File: src/rtl/alu_share_arbiter.sv
`default_nettype none
// ============================================================================
// Module   : alu_share_arbiter
// Brief    : Round-robin sharing of one external 2-bit ALU among NUM_REQ
//            requesters; define ARB_PERF_CNT_EN to build the perf counter.
// Revision : 1.0 - initial release
// ============================================================================
module alu_share_arbiter #(
  parameter int NUM_REQ = 4,
  parameter int ID_W    = 2
) (
  input  logic                 clk,
  input  logic                 rst,
  input  logic [NUM_REQ-1:0]   req_valid,
  output logic [NUM_REQ-1:0]   req_ready,
  input  logic [2*NUM_REQ-1:0] req_a,
  input  logic [2*NUM_REQ-1:0] req_b,
  input  logic [NUM_REQ-1:0]   req_cin,
  input  logic [3*NUM_REQ-1:0] req_ctrl,
  output logic                 rsp_valid,
  input  logic                 rsp_ready,
  output logic [3:0]           rsp_data,
  output logic [ID_W-1:0]      rsp_id,
  output logic [1:0]           alu_a,
  output logic [1:0]           alu_b,
  output logic                 alu_cin,
  output logic [2:0]           alu_ctrl,
  input  logic [3:0]           alu_result,
  output logic [15:0]          perf_count
);

  typedef enum logic [1:0] {
    S_IDLE = 2'd0,
    S_EXEC = 2'd1,
    S_RESP = 2'd2
  } state_t;

  localparam logic [ID_W-1:0] LAST_ID = ID_W'(NUM_REQ - 1);

  state_t          state_q, state_d;
  logic [ID_W-1:0] rr_ptr_q, rr_ptr_d;
  logic [ID_W-1:0] id_q, id_d;
  logic [3:0]      data_q, data_d;
  logic [1:0]      alu_a_q, alu_a_d;
  logic [1:0]      alu_b_q, alu_b_d;
  logic            alu_cin_q, alu_cin_d;
  logic [2:0]      alu_ctrl_q, alu_ctrl_d;

  logic               w_lo_vld, w_hi_vld;
  logic [ID_W-1:0]    w_lo_id, w_hi_id, w_grant_id;
  logic [1:0]         w_sel_a, w_sel_b;
  logic               w_sel_cin;
  logic [2:0]         w_sel_ctrl;

  // Lowest requester at/above rr_ptr wins; otherwise wrap to the lowest overall.
  always_comb begin
    w_lo_vld = 1'b0;
    w_lo_id  = '0;
    w_hi_vld = 1'b0;
    w_hi_id  = '0;
    for (int i = NUM_REQ - 1; i >= 0; i--) begin
      if (req_valid[i]) begin
        w_lo_vld = 1'b1;
        w_lo_id  = ID_W'(i);
        if (ID_W'(i) >= rr_ptr_q) begin
          w_hi_vld = 1'b1;
          w_hi_id  = ID_W'(i);
        end
      end
    end
    w_grant_id = w_hi_vld ? w_hi_id : w_lo_id;
  end

  always_comb begin
    w_sel_a    = '0;
    w_sel_b    = '0;
    w_sel_cin  = 1'b0;
    w_sel_ctrl = '0;
    for (int i = 0; i < NUM_REQ; i++) begin
      if (w_grant_id == ID_W'(i)) begin
        w_sel_a    = req_a[2*i +: 2];
        w_sel_b    = req_b[2*i +: 2];
        w_sel_cin  = req_cin[i];
        w_sel_ctrl = req_ctrl[3*i +: 3];
      end
    end
  end

  always_comb begin
    state_d    = state_q;
    rr_ptr_d   = rr_ptr_q;
    id_d       = id_q;
    data_d     = data_q;
    alu_a_d    = alu_a_q;
    alu_b_d    = alu_b_q;
    alu_cin_d  = alu_cin_q;
    alu_ctrl_d = alu_ctrl_q;
    req_ready  = '0;
    case (state_q)
      S_IDLE: begin
        if (w_lo_vld && !rst) begin
          for (int i = 0; i < NUM_REQ; i++) begin
            req_ready[i] = (w_grant_id == ID_W'(i));
          end
          alu_a_d    = w_sel_a;
          alu_b_d    = w_sel_b;
          alu_cin_d  = w_sel_cin;
          alu_ctrl_d = w_sel_ctrl;
          id_d       = w_grant_id;
          state_d    = S_EXEC;
        end
      end
      S_EXEC: begin
        data_d  = alu_result;
        state_d = S_RESP;
      end
      S_RESP: begin
        if (rsp_ready) begin
          rr_ptr_d = (id_q == LAST_ID) ? '0 : id_q + ID_W'(1);
          state_d  = S_IDLE;
        end
      end
      default: state_d = S_IDLE;
    endcase
  end

  always_ff @(posedge clk) begin
    if (rst) begin
      state_q    <= S_IDLE;
      rr_ptr_q   <= '0;
      id_q       <= '0;
      data_q     <= '0;
      alu_a_q    <= '0;
      alu_b_q    <= '0;
      alu_cin_q  <= 1'b0;
      alu_ctrl_q <= '0;
    end else begin
      state_q    <= state_d;
      rr_ptr_q   <= rr_ptr_d;
      id_q       <= id_d;
      data_q     <= data_d;
      alu_a_q    <= alu_a_d;
      alu_b_q    <= alu_b_d;
      alu_cin_q  <= alu_cin_d;
      alu_ctrl_q <= alu_ctrl_d;
    end
  end

  assign rsp_valid = (state_q == S_RESP);
  assign rsp_data  = data_q;
  assign rsp_id    = id_q;
  assign alu_a     = alu_a_q;
  assign alu_b     = alu_b_q;
  assign alu_cin   = alu_cin_q;
  assign alu_ctrl  = alu_ctrl_q;

`ifdef ARB_PERF_CNT_EN
  logic [15:0] perf_q, perf_d;

  always_comb begin
    perf_d = perf_q;
    if (rsp_valid && rsp_ready && (perf_q != 16'hFFFF)) begin
      perf_d = perf_q + 16'd1;
    end
  end

  always_ff @(posedge clk) begin
    if (rst) begin
      perf_q <= '0;
    end else begin
      perf_q <= perf_d;
    end
  end

  assign perf_count = perf_q;
`else
  assign perf_count = 16'd0;
`endif

endmodule
`default_nettype wire

File: config.mk
export PLATFORM = sky130hd
export DESIGN_NAME = alu_share_arbiter
export DESIGN_NICKNAME = d
export VERILOG_FILES = /design/src/rtl/alu_share_arbiter.sv
export SDC_FILE = /design/constraint.sdc
export NUM_CORES = 1
export LEC_CHECK = 0
export ABC_AREA = 1
export BUFFER_PORTS_ARGS = -buffer_cell sky130_fd_sc_hd__buf_2
export CORE_MARGIN = 3
export CORE_UTILIZATION = 30
export CTS_CLUSTER_SIZE = 12
export DETAILED_ROUTE_END_ITERATION = 10
export PLACE_DENSITY_LB_ADDON = 0.15
export SLEW_MARGIN = 40
export SYNTH_ARGS = -nofsm -noshare
export SYNTH_HDL_FRONTEND = slang
export SYNTH_SLANG_ARGS = --single-unit
File: constraint.sdc
create_clock -name clk -period 4.42 [get_ports clk]
set_clock_uncertainty 0.15 [all_clocks]
set_input_delay 0.221 -clock clk [delete_from_list [all_inputs] [get_ports clk]]
set_output_delay 0.221 -clock clk [all_outputs]
set_load 0.01 [all_outputs]
* Word level (Yosys, flattened, before mapping)
Cells that the tools add are included.
** Storage, ports and cells
- Memories kept :: 0
- Input bits :: 43
- Bits in read-only memories :: 0
- Latch bits :: 0
- Register bits :: 18
- Memory bits (writable) :: 0
- Word-level logic and storage cells :: 75
** Operators by class
- Order comparisons :: 4
- Add/subtract/negate cells :: 1
- Bitwise operators :: 0
- Div/mod/pow operators :: 0
- Multipliers :: 0
- Eq/ne operators :: 8
- Muxes and demuxes :: 47
- Reduce and logical (&&, ||, !) cells :: 7
- Shifts and indexed selects :: 0
** Operators by type and width (number)
- $mux 2 :: 24
- $mux 1 :: 16
- $mux 3 :: 4
- $eq 2x2->1 const B :: 4
- $mux 4 :: 2
- $pmux 2 s3 :: 1
- $reduce_and 2->1 :: 3
- $eq 2x1->1 const B :: 2
- $ge 1x2->1 const A :: 2
- $ge 2x2->1 const A :: 2
- $logic_not 2->1 :: 2
- $add 2x1->2 const B :: 1
- $ne 2x1->1 const B :: 1
- $ne 2x2->1 const B :: 1
- $logic_and 1x1->1 :: 1
- $logic_not 1->1 :: 1

* Depth between registers and ports, before layout
Gate-level depths: netlist (run 1).
- Word-level depth :: 15
- Gate-level depth with buffers :: 11

* Worst setup path after synthesis (run 1)
No wires, ideal clock.
- Path kind :: input to output
- Start point :: in rst
- End point :: out req_ready[1]
- Arrival time :: 1135 ps
- Required time :: 4049 ps
- Stages :: 7
- Path slack :: 2914 ps
- Cell sequence :: buf_6 > inv_2 > nand3_1 > a21oi_4 > buf_4 > nand3_1 > nor2_1
** On the way
- Word-level cells in the longest chain between the ends :: 4
** Ends and longest elaborated chain
- start: declaration :: line 13 : input logic rst,
- $logic_not 1->1 :: line 101 : if (w_lo_vld && !rst) begin
- $logic_and 1x1->1 :: line 101
- $mux 4 :: line 101
- $mux 4 :: line 99 : case (state_q)
- end: declaration :: line 15 : output logic [NUM_REQ-1:0] req_ready,
No other way between the ends.

* Final worst setup path (run 1)
- Start point :: reg state_q[0]
- End point :: out req_ready[2]
** On the way
- Word-level cells in the longest chain between the ends :: 2
** Ends and longest elaborated chain
- start: declaration :: line 40 : state_t state_q, state_d;
- start signal: assignment :: line 138 : state_q <= state_d;
- $logic_not 2->1 :: line 99
- $mux 4 :: line 99
No other way between the ends.

==> results.ini, run 1 <==
[logic_synthesis]
ys_seq_area_share_pct = 27.9
avgSynthCellArea_sq_um = 6.81
post-synth-top-area-fraction_pct = 27.9
synth_edf_count = 0
synth.largest_area_cell = dfxtp_1
yosys_warnings = 0
synthArstFlopShare_pct = 0
netlist_area_sq_um = 1290
synthCells = 190
synthTopCellsByCount = 34 x nand2_1, 31 x nor2_1, 24 x nand3_1
synth_area_leaders = dfxtp_1 28%, buf_4 10%, nand2_1 9.9%, nand3_1 9.3%, nor2_1 9.0%
synth-seq-cells = 18
synth.most_common_cell = nand2_1
synth_cell_types = 25
synth_ff_type = dfxtp_1

[status]
outcome = finished, final reports clean

[global_route]
antenna_found_initial = 0
grt_overflow = 0
grt_usage_pct = 12.7
grt_pass1_wl_mm = 5.40
grt_pass1_vias = 1248
grt_max_degree = 20

[layout]
layout-drive-gt1-share_pct = 34.0
fillCellCount = 459
final_core_util_pct = 38.8
antenna_cells = 0
area_growth_pct = 22.5
fin_nets = 292

[min_path]
hold_class = in2reg
worstHoldStart = alu_result[3]

[worst_setup_path]
crit_top_cell = inv_1
crit_arrival_ps = 1690
crit_type = reg2out
max_stage_delay_ps = 400
start_kind = flop
crit_fanout = 19
cp_slowest_cell = a21oi_4
startpoint = state_q[0]
crit_chain = inv_1, nand3_1, a21oi_4, inv_1, nor3_1, buf_2
rr_startpoint = state_q[0]
end_kind = primary output
cp.required_ps = 4050

[clock_network]
h-tree-depth = 1
cts_resized = 0
worst_skew_pair.late_latency_ps = 250
clk_pin_slew_worst_paths_ps = 70
cts_hold_buf = 0
postCtsSetupBuffers = 0
tritoncts = yes
clock-sinks = 18
cts_max_path_buffers = 2
cts_buffers = 3
clockRootBuffer = clkbuf_8

[sta]
setup_violations = 0
fmax_ghz = 0.486
period_share_pct = 46.5
hold_violations = 0
slew_viol_final = 0
finalSetupTns_ps = 0
fin_crit_ps = 2060
grt_setup_unrepaired = no

[die]
die_y_um = 71.7
coreArea_sq_um = 4090
dieArea_sq_um = 5140
chipWidth_um = 71.7
rows = 23
start_util_pct = 31.7
io_pins = 78

[route]
dr.pass1.iters = 4
viasPerCell = 4.35
ant_nets = 0
drtIter0Drc = 25
drc = 0
vias = 1292
routed_wl_mm = 3.21
wl_per_cell_um = 10.8

[power]
powerDensity_nw_per_um2 = 287
ir_drop_mv = 0.133
cellLeakagePower_nw = 0.825

[placement]
gp_congestion = 0.732
port_buffers = 61
post-dp-hpwl_mm = 2.61

[run]
drv_cap = 0

## worst max-delay path: cells and delay by family, from the launching register on
kind / cells / cell delay [ps]
buffers and inverters: 3 / 440
AOI/OAI and AO/OA: 1 / 400
DFF: 1 / 310
and+or+nand+nor: 2 / 280
## power breakdown
part	total (W)	switching [W]	internal, W	leakage (nW)
combinational	0.000136	0.0000847	0.0000514	0.648
sequential	0.000186	0.00000852	0.000178	0.148
clock	0.000133	0.0000536	0.0000790	0.0288
## layout make-up
cell class | instances | area [sq um] | share of cell area, %
flip-flops and latches | 18 | 360 | 22.7
clock buffers | 4 | 55.1 | 3.47
multi-input cells | 151 | 753 | 47.5
repair buffers | 61 | 305 | 19.3
inverters | 13 | 48.8 | 3.08
well taps | 50 | 62.6 | 3.95
## cell families after synthesis
group,after synthesis,share of synthesized area [%]
compound gates,24,11.0
simple gates,110,41.6
buf+inv,36,18.3
other cells,1,0.290
flops,18,27.9
fa+ha+maj,1,0.967
## flip-flops by register name, indices dropped and copies added, names as in the netlist
signal	cells
rsp_id	2
alu_cin	1
rr_ptr_q	2
state_q	2
alu_b	2
alu_a	2
alu_ctrl	3
rsp_data	4
## cells in the final DEF (no fill, tap or decap)
cell	synthesis	final
clkbuf_8	0	4
inv_1	11	11
nor2_1	31	31
nor2_2	3	3
nor2_4	2	2
conb_1	1	16
or3_1	1	1
nand4_1	6	6
nand2_2	3	3
a21oi_2	3	3
o21ai_0	13	13
o21ai_1	1	1
nor2_8	1	1
nand2_4	4	4
a21oi_1	6	6
dfxtp_1	18	18
nor3_1	1	1
buf_2	0	61
nand3_1	24	24
a21oi_4	1	1
inv_2	2	2
nand2_1	34	34
ha_1	1	1
## metal layers
metal | vias to the layer above | track usage, % | routed length [um]
li1 | 696 | - | -
met1 | 541 | 16.4 | 1530
met2 | 53 | 20.8 | 1410
met3 | 2 | 3.65 | 249
met4 | 0 | 2.92 | 23
met5 | - | 0 | 0
## through the flow
stage / setup WS, ps / area, sq um / hold slack [ps] / instances / power (W)
2_1_floorplan: 2910 / 1350 / 206 / 205 / 0.000295
3_3_place_gp: 2460 / 1530 / 300 / 293 / 0.000329
4_1_cts: 2330 / 1590 / 37.2 / 297 / 0.000462
5_1_grt: 2150 / 1590 / 51.5 / 297 / 0.000485
6_report: 2360 / 1590 / 39.4 / 297 / 0.000455
3_5_place_dp: 2400 / 1530 / 300 / 293 / 0.000328
## worst paths after layout
check | endpoint | slack (ps) | depth (start not counted)
worst max-delay path | req_ready[2] | 2360 | 6
worst min-delay path | rsp_data[3] | 40 | 3
worst max register to register | alu_a[0] | 2780 | 8
worst min register to register | rr_ptr_q[0] | 350 | 2
Power figures use the tool's default switching activity.
==> run 2: changes to the inputs <==
==> constraint.sdc (replaced) <==
create_clock -name clk -period 1.9 [get_ports clk]
set_clock_uncertainty 0.15 [all_clocks]
set_input_delay 0.095 -clock clk [delete_from_list [all_inputs] [get_ports clk]]
set_output_delay 0.095 -clock clk [all_outputs]
set_load 0.01 [all_outputs]
==> run 2 against run 1 <==
- first-iteration DRC count grew to 2.9 times the previous value
- die area is the same
- utilization grew 2.1 points
- worst hold slack lost 26 ps
- combinational power grew 150%
- critical endpoint is now req_ready[3]
- largest power group unchanged
==> results.ini, run 2 (synthesis gave the netlist of run 1 again) <==
[worst_setup_path]
startpoint = rr_ptr_q[1]  ; was state_q[0]
crit_type = reg2out  ; unchanged
start_kind = flop  ; unchanged
cp.required_ps = 1650  ; was 4050 ps
end_kind = primary output  ; unchanged
crit_fanout = 19  ; unchanged
rr_startpoint = state_q[1]  ; was state_q[0]
crit_arrival_ps = 1510  ; was 1690 ps

[route]
wl_met2_mm = 1.52  ; was 1.41 mm
wl_per_cell_um = 11.0  ; was 10.8 um
wl_met1_mm = 1.57  ; was 1.53 mm
viasPerCell = 4.33  ; was 4.35
ant_nets = 0  ; unchanged
drtIter0Drc = 72  ; was 25
wl_met3_um = 239  ; was 249 um
drc = 0  ; unchanged
dr.pass1.iters = 4  ; unchanged
routed_wl_mm = 3.36  ; was 3.21 mm
vias = 1324  ; was 1,292
maxUsedRoutingLayer = met4  ; unchanged

[layout]
area_growth_pct = 29.3  ; was 22.5%
final_common_cell = buf_2  ; unchanged
final_cell_mix = 61 x buf_2, 34 x nand2_1, 31 x nor2_1  ; unchanged
antenna_cells = 0  ; unchanged
fillCellCount = 471  ; was 459
layout-drive-gt1-share_pct = 33.2  ; was 34.0%
fin_nets = 301  ; was 292
largest_register_ffs = 4  ; unchanged

[status]
outcome = finished, final reports clean  ; unchanged

[power]
seqPwrFrac_pct = 40.3  ; was 41.0%
ir_drop_mv = 0.212  ; was 0.133 mV
p_switching_w = 0.000346  ; was 0.000147 W
clkPwrFrac_pct = 28.7  ; was 29.1%
power.total_w = 0.00108  ; was 0.000455 W
combPwrFrac_pct = 31.0  ; was 29.9%
swShare_pct = 32.2  ; was 32.3%
cellLeakagePower_nw = 0.866  ; was 0.825 nW
powerDensity_nw_per_um2 = 644  ; was 287 nW/um^2
internal-power_w = 0.000730  ; was 0.000308 W

[clock_network]
clk_pin_slew_worst_paths_ps = 70  ; about the same
clock-sinks = 18  ; unchanged
postCtsSetupBuffers = 0  ; unchanged
cts_hold_buf = 8  ; was 0
tritoncts = yes  ; unchanged
worst_skew_pair.late_latency_ps = 250  ; about the same
cts_max_path_buffers = 2  ; unchanged
h-tree-depth = 1  ; unchanged
cts_resized = 0  ; unchanged
clockRootBuffer = clkbuf_8  ; unchanged
cts_buffers = 3  ; unchanged

[sta]
period_share_pct = 92.6
slew_viol_final = 0  ; unchanged
finalSetupTns_ps = 0  ; unchanged
setup_violations = 0  ; unchanged
fmax_ghz = 0.568
grt_setup_unrepaired = no  ; unchanged
hold_ws_ps = 13.0  ; was 39.4 ps
hold_violations = 0  ; unchanged
fin_crit_ps = 1760

[die]
rows = 23  ; unchanged
io_pins = 78  ; unchanged
die_y_um = 71.7  ; unchanged
dieArea_sq_um = 5140  ; unchanged
start_util_pct = 31.7  ; unchanged
coreArea_sq_um = 4090  ; unchanged
chipWidth_um = 71.7  ; unchanged

[global_route]
grt_pass1_wl_mm = 5.70  ; was 5.40 mm
grt_usage_pct = 13.7  ; was 12.7%
grt_max_degree = 20  ; unchanged
grt_overflow = 0  ; unchanged
grt_pass1_vias = 1245  ; was 1,248
antenna_found_initial = 0  ; unchanged

[run]
drv_cap = 0  ; unchanged

[placement]
gp_congestion = 0.736  ; was 0.732
post-dp-hpwl_mm = 2.61  ; about the same
port_buffers = 61  ; unchanged

[min_path]
worstHoldStart = req_b[3]  ; was alu_result[3]
hold_class = in2reg  ; unchanged

## run 2: cell types whose count changed in the layout (fill, tap and decap cells not counted), sizes merged
| cell | before | now |
|---|---|---|
| dlygate4sd3 | 0 | 8 |
| buf | 61 | 62 |
## run 2: layer usage
metal  track usage (%)  vias up
met5                 0        -
met4              5.01        0
met3              1.96        2
met2              21.9       51
met1              18.7      558
li1                  -      713
## run 2: final timing paths
kind                   to  slack, ps  cells after the start
min reg2reg   rr_ptr_q[0]        350                      2
max reg2reg   rr_ptr_q[1]        230                      6
max          req_ready[3]        140                      7
min              alu_b[1]         10                      5
## run 2: cell type report
| class | instances | area, sq um | share of cell area, % |
|---|---|---|---|
| clock buffer | 4 | 55.1 | 3.29 |
| multi-input combinational | 151 | 753 | 45.0 |
| inverter | 13 | 48.8 | 2.92 |
| sequential | 18 | 360 | 21.5 |
| tap | 50 | 62.6 | 3.74 |
| timing repair buffer | 70 | 393 | 23.5 |
## run 2: metrics by stage
step / setup WS (ps) / std cells / area (sq um) / util [%]
final: 140 / 306 / 1670 / 40.9
after global routing: 12.2 / 306 / 1670 / 40.9
after CTS: 116 / 306 / 1670 / 40.9
after detailed placement: 292 / 294 / 1540 / 37.6
after global placement: 295 / 294 / 1540 / 37.6
after floorplan: 490 / 205 / 1350 / -
## run 2: power groups by stage
stage	sequential, W	combinational (W)	clock, W
6_report	0.000434	0.000334	0.000309
5_1_grt	0.000439	0.000382	0.000340
4_1_cts	0.000434	0.000338	0.000324
3_5_place_dp	0.000442	0.000324	0
3_3_place_gp	0.000443	0.000325	0
2_1_floorplan	0.000454	0.000232	0
## run 2: critical path: stages, from the launching register on
cell and delay [ps]:
dfxtp_1 390, nor2_2 80, nand2_4 120, nand2_4 80, nor2_8 240, nand2_2 80, nor2_1 120, buf_2 150
==> run 3: changes to the inputs <==
--- a/config.mk
+++ b/config.mk
@@ -8,7 +8,7 @@
 export ABC_AREA = 1
 export BUFFER_PORTS_ARGS = -buffer_cell sky130_fd_sc_hd__buf_2
 export CORE_MARGIN = 3
-export CORE_UTILIZATION = 30
+export CORE_UTILIZATION = 43
 export CTS_CLUSTER_SIZE = 12
 export DETAILED_ROUTE_END_ITERATION = 10
 export PLACE_DENSITY_LB_ADDON = 0.15
==> run 3 against run 2 <==
- flip-flop and latch count is the same
- via count grew 7.0%
- fmax shrank 2.7%
==> results.ini, run 3 (synthesis gave the netlist of run 1 again) <==
[layout]
fillCellCount = 266  ; was 471
final_cells = 304  ; was 306
antenna_cells = 0  ; unchanged
layout-drive-gt1-share_pct = 34.1  ; was 33.2%
final_cell_mix = 61 x buf_2, 34 x nand2_1, 31 x nor2_1  ; unchanged
largest_register_ffs = 4  ; unchanged
ff_latch_area_sq_um = 360  ; unchanged
final_common_cell = buf_2  ; unchanged
multi_input_area_sq_um = 753  ; unchanged
fin_nets = 318  ; was 301
area_growth_pct = 37.6  ; was 29.3%

[worst_setup_path]
crit_type = reg2out  ; unchanged
start_kind = flop  ; unchanged
end_kind = primary output  ; unchanged
critical_path_depth = 8  ; was 7
reg2reg_depth = 10  ; was 6
max_stage_delay_ps = 410  ; was 390 ps
rr_startpoint = rr_ptr_q[1]  ; was state_q[1]
startpoint = rr_ptr_q[1]  ; unchanged
cp_slowest_cell = dfxtp_1  ; unchanged
crit_buf_inv = 1  ; unchanged
regToRegSetupSlack_ps = 280  ; was 230 ps
setup.worst_path.end = req_ready[0]  ; was req_ready[3]
crit_family = simple AND/OR/NAND/NOR gates  ; unchanged
cp.required_ps = 1650  ; about the same
r2r-end = alu_a[1]  ; was rr_ptr_q[1]
crit_top_cell = nand2_1  ; was nand2_4
crit_arrival_ps = 1560  ; was 1510 ps
crit_chain = nand2_1, nand2_1, nand2_2, nand2_4, nand2_4, nand2_1, nor2_1, buf_2  ; was nor2_2, nand2_4, nand2_4, nor2_8, nand2_2, nor2_1, buf_2
crit_fanout = 15  ; was 19

[min_path]
hold_class = in2reg  ; unchanged

[sta]
hold_violations = 0  ; unchanged
setup_violations = 0  ; unchanged
slew_viol_final = 0  ; unchanged
fmax_ghz = 0.553  ; was 0.568 GHz
hold_ws_ps = 11.4  ; was 13.0 ps
fin_crit_ps = 1810  ; was 1760 ps
period_share_pct = 95.2  ; was 92.6%

[die]
coreArea_sq_um = 2810  ; was 4090 sq um
dieArea_sq_um = 3700  ; was 5140 sq um
rows = 19  ; was 23
start_util_pct = 46.1  ; was 31.7%
chipWidth_um = 60.9  ; was 71.7 um
die_y_um = 60.9  ; was 71.7 um
io_pins = 78  ; unchanged

[power]
internal-power_w = 0.000690  ; was 0.000730 W
seqPwrFrac_pct = 41.8  ; was 40.3%
p_switching_w = 0.000345  ; was 0.000346 W
powerDensity_nw_per_um2 = 581  ; was 644 nW/um^2
clkPwrFrac_pct = 22.9  ; was 28.7%
cellLeakagePower_nw = 0.930  ; was 0.866 nW
ir_drop_mv = 0.281  ; was 0.212 mV
swShare_pct = 33.3  ; was 32.2%
combPwrFrac_pct = 35.3  ; was 31.0%

[status]
outcome = finished, final reports clean  ; unchanged

[route]
drc = 0  ; unchanged
viasPerCell = 4.66  ; was 4.33
dr.pass1.iters = 4  ; unchanged
ant_nets = 0  ; unchanged
drtIter0Drc = 37  ; was 72
vias = 1417  ; was 1,324
wl_per_cell_um = 10.6  ; was 11.0 um
routed_wl_mm = 3.24  ; was 3.36 mm

[placement]
post-dp-hpwl_mm = 2.37  ; was 2.61 mm
port_buffers = 61  ; unchanged
gp_congestion = 0.772  ; was 0.736
place_inst = 275  ; was 294

[global_route]
grt_pass1_wl_mm = 5.00  ; was 5.70 mm
grt_pass1_vias = 1185  ; was 1,245
grt_overflow = 0  ; unchanged
grt_usage_pct = 17.3  ; was 13.7%
antenna_found_initial = 0  ; unchanged
grt_max_degree = 20  ; unchanged

[clock_network]
cts_buffers = 3  ; unchanged
cts_max_path_buffers = 2  ; unchanged
worst_skew_pair.late_latency_ps = 290  ; was 250 ps
clk_pin_slew_worst_paths_ps = 110  ; was 70 ps
clockRootBuffer = clkbuf_4  ; was clkbuf_8
h-tree-depth = 1  ; unchanged
clock-sinks = 18  ; unchanged
tritoncts = yes  ; unchanged

[run]
drv_cap = 0  ; unchanged

[run 3: cell types whose count changed in the layout (fill, tap and decap cells not counted), sizes merged]
cell         before  now
dlygate4sd3       8   17
buf              62   70
[run 3: worst reg2reg max path, delay by kind of cell, from the launching register on]
kind	cells	cell delay [ps]
DFF	1	410
and+or+nand+nor	10	1010
[run 3: how the worst min path moves through the flow]
stage | startpoint | to | cells past startpoint
after global routing | req_b[6] | alu_b[0] | 5
after floorplan | alu_result[0] | rsp_data[0] | 2
after global placement | alu_result[1] | rsp_data[1] | 3
after CTS | req_ctrl[6] | alu_ctrl[0] | 5
after detailed placement | alu_result[1] | rsp_data[1] | 3
final | req_ctrl[6] | alu_ctrl[0] | 5
[run 3: layout make-up]
cell class	instances	area share [%]
inverters	13	2.74
flip-flops and latches	18	20.2
well taps	31	2.18
clock buffers	4	2.04
multi-input cells	151	42.3
repair buffers	87	30.5
[run 3: power by group through the flow]
stage               clock (W)  combinational (W)  sequential [W]
global route         0.000252           0.000410        0.000437
detailed placement          0           0.000320        0.000441
CTS                  0.000242           0.000348        0.000433
floorplan                   0           0.000232        0.000454
finish               0.000237           0.000365        0.000433
global placement            0           0.000320        0.000442
[run 3: metrics by stage]
step / setup TNS [ps] / power, W / utilization, % / cell area [sq um] / worst slack, ps
floorplan: 0 / 0.000686 / - / 1350 / 490
global placement: 0 / 0.000762 / 54.0 / 1510 / 342
detailed placement: 0 / 0.000761 / 54.0 / 1510 / 313
CTS: 0 / 0.00102 / 61.3 / 1720 / 84.1
global route: -0.839 / 0.00110 / 63.5 / 1780 / -0.839
finish: 0 / 0.00103 / 63.5 / 1780 / 91.7
[run 3: metal layers]
metal  vias to the layer above  routed length (um)  global-route usage [%]
met5                         -                   0                       0
met4                         0                  17                    4.64
met3                         2                 220                    1.49
met2                        55                1550                    30.5
met1                       612                1450                    22.6
li1                        748                   -                       -
[run 3: what timing repair did]
item	in CTS	in global routing
resized for setup	0	0
endpoints found under the hold margin	16	0
setup endpoints to repair	0	2
hold buffers	17	0
setup buffers	0	8
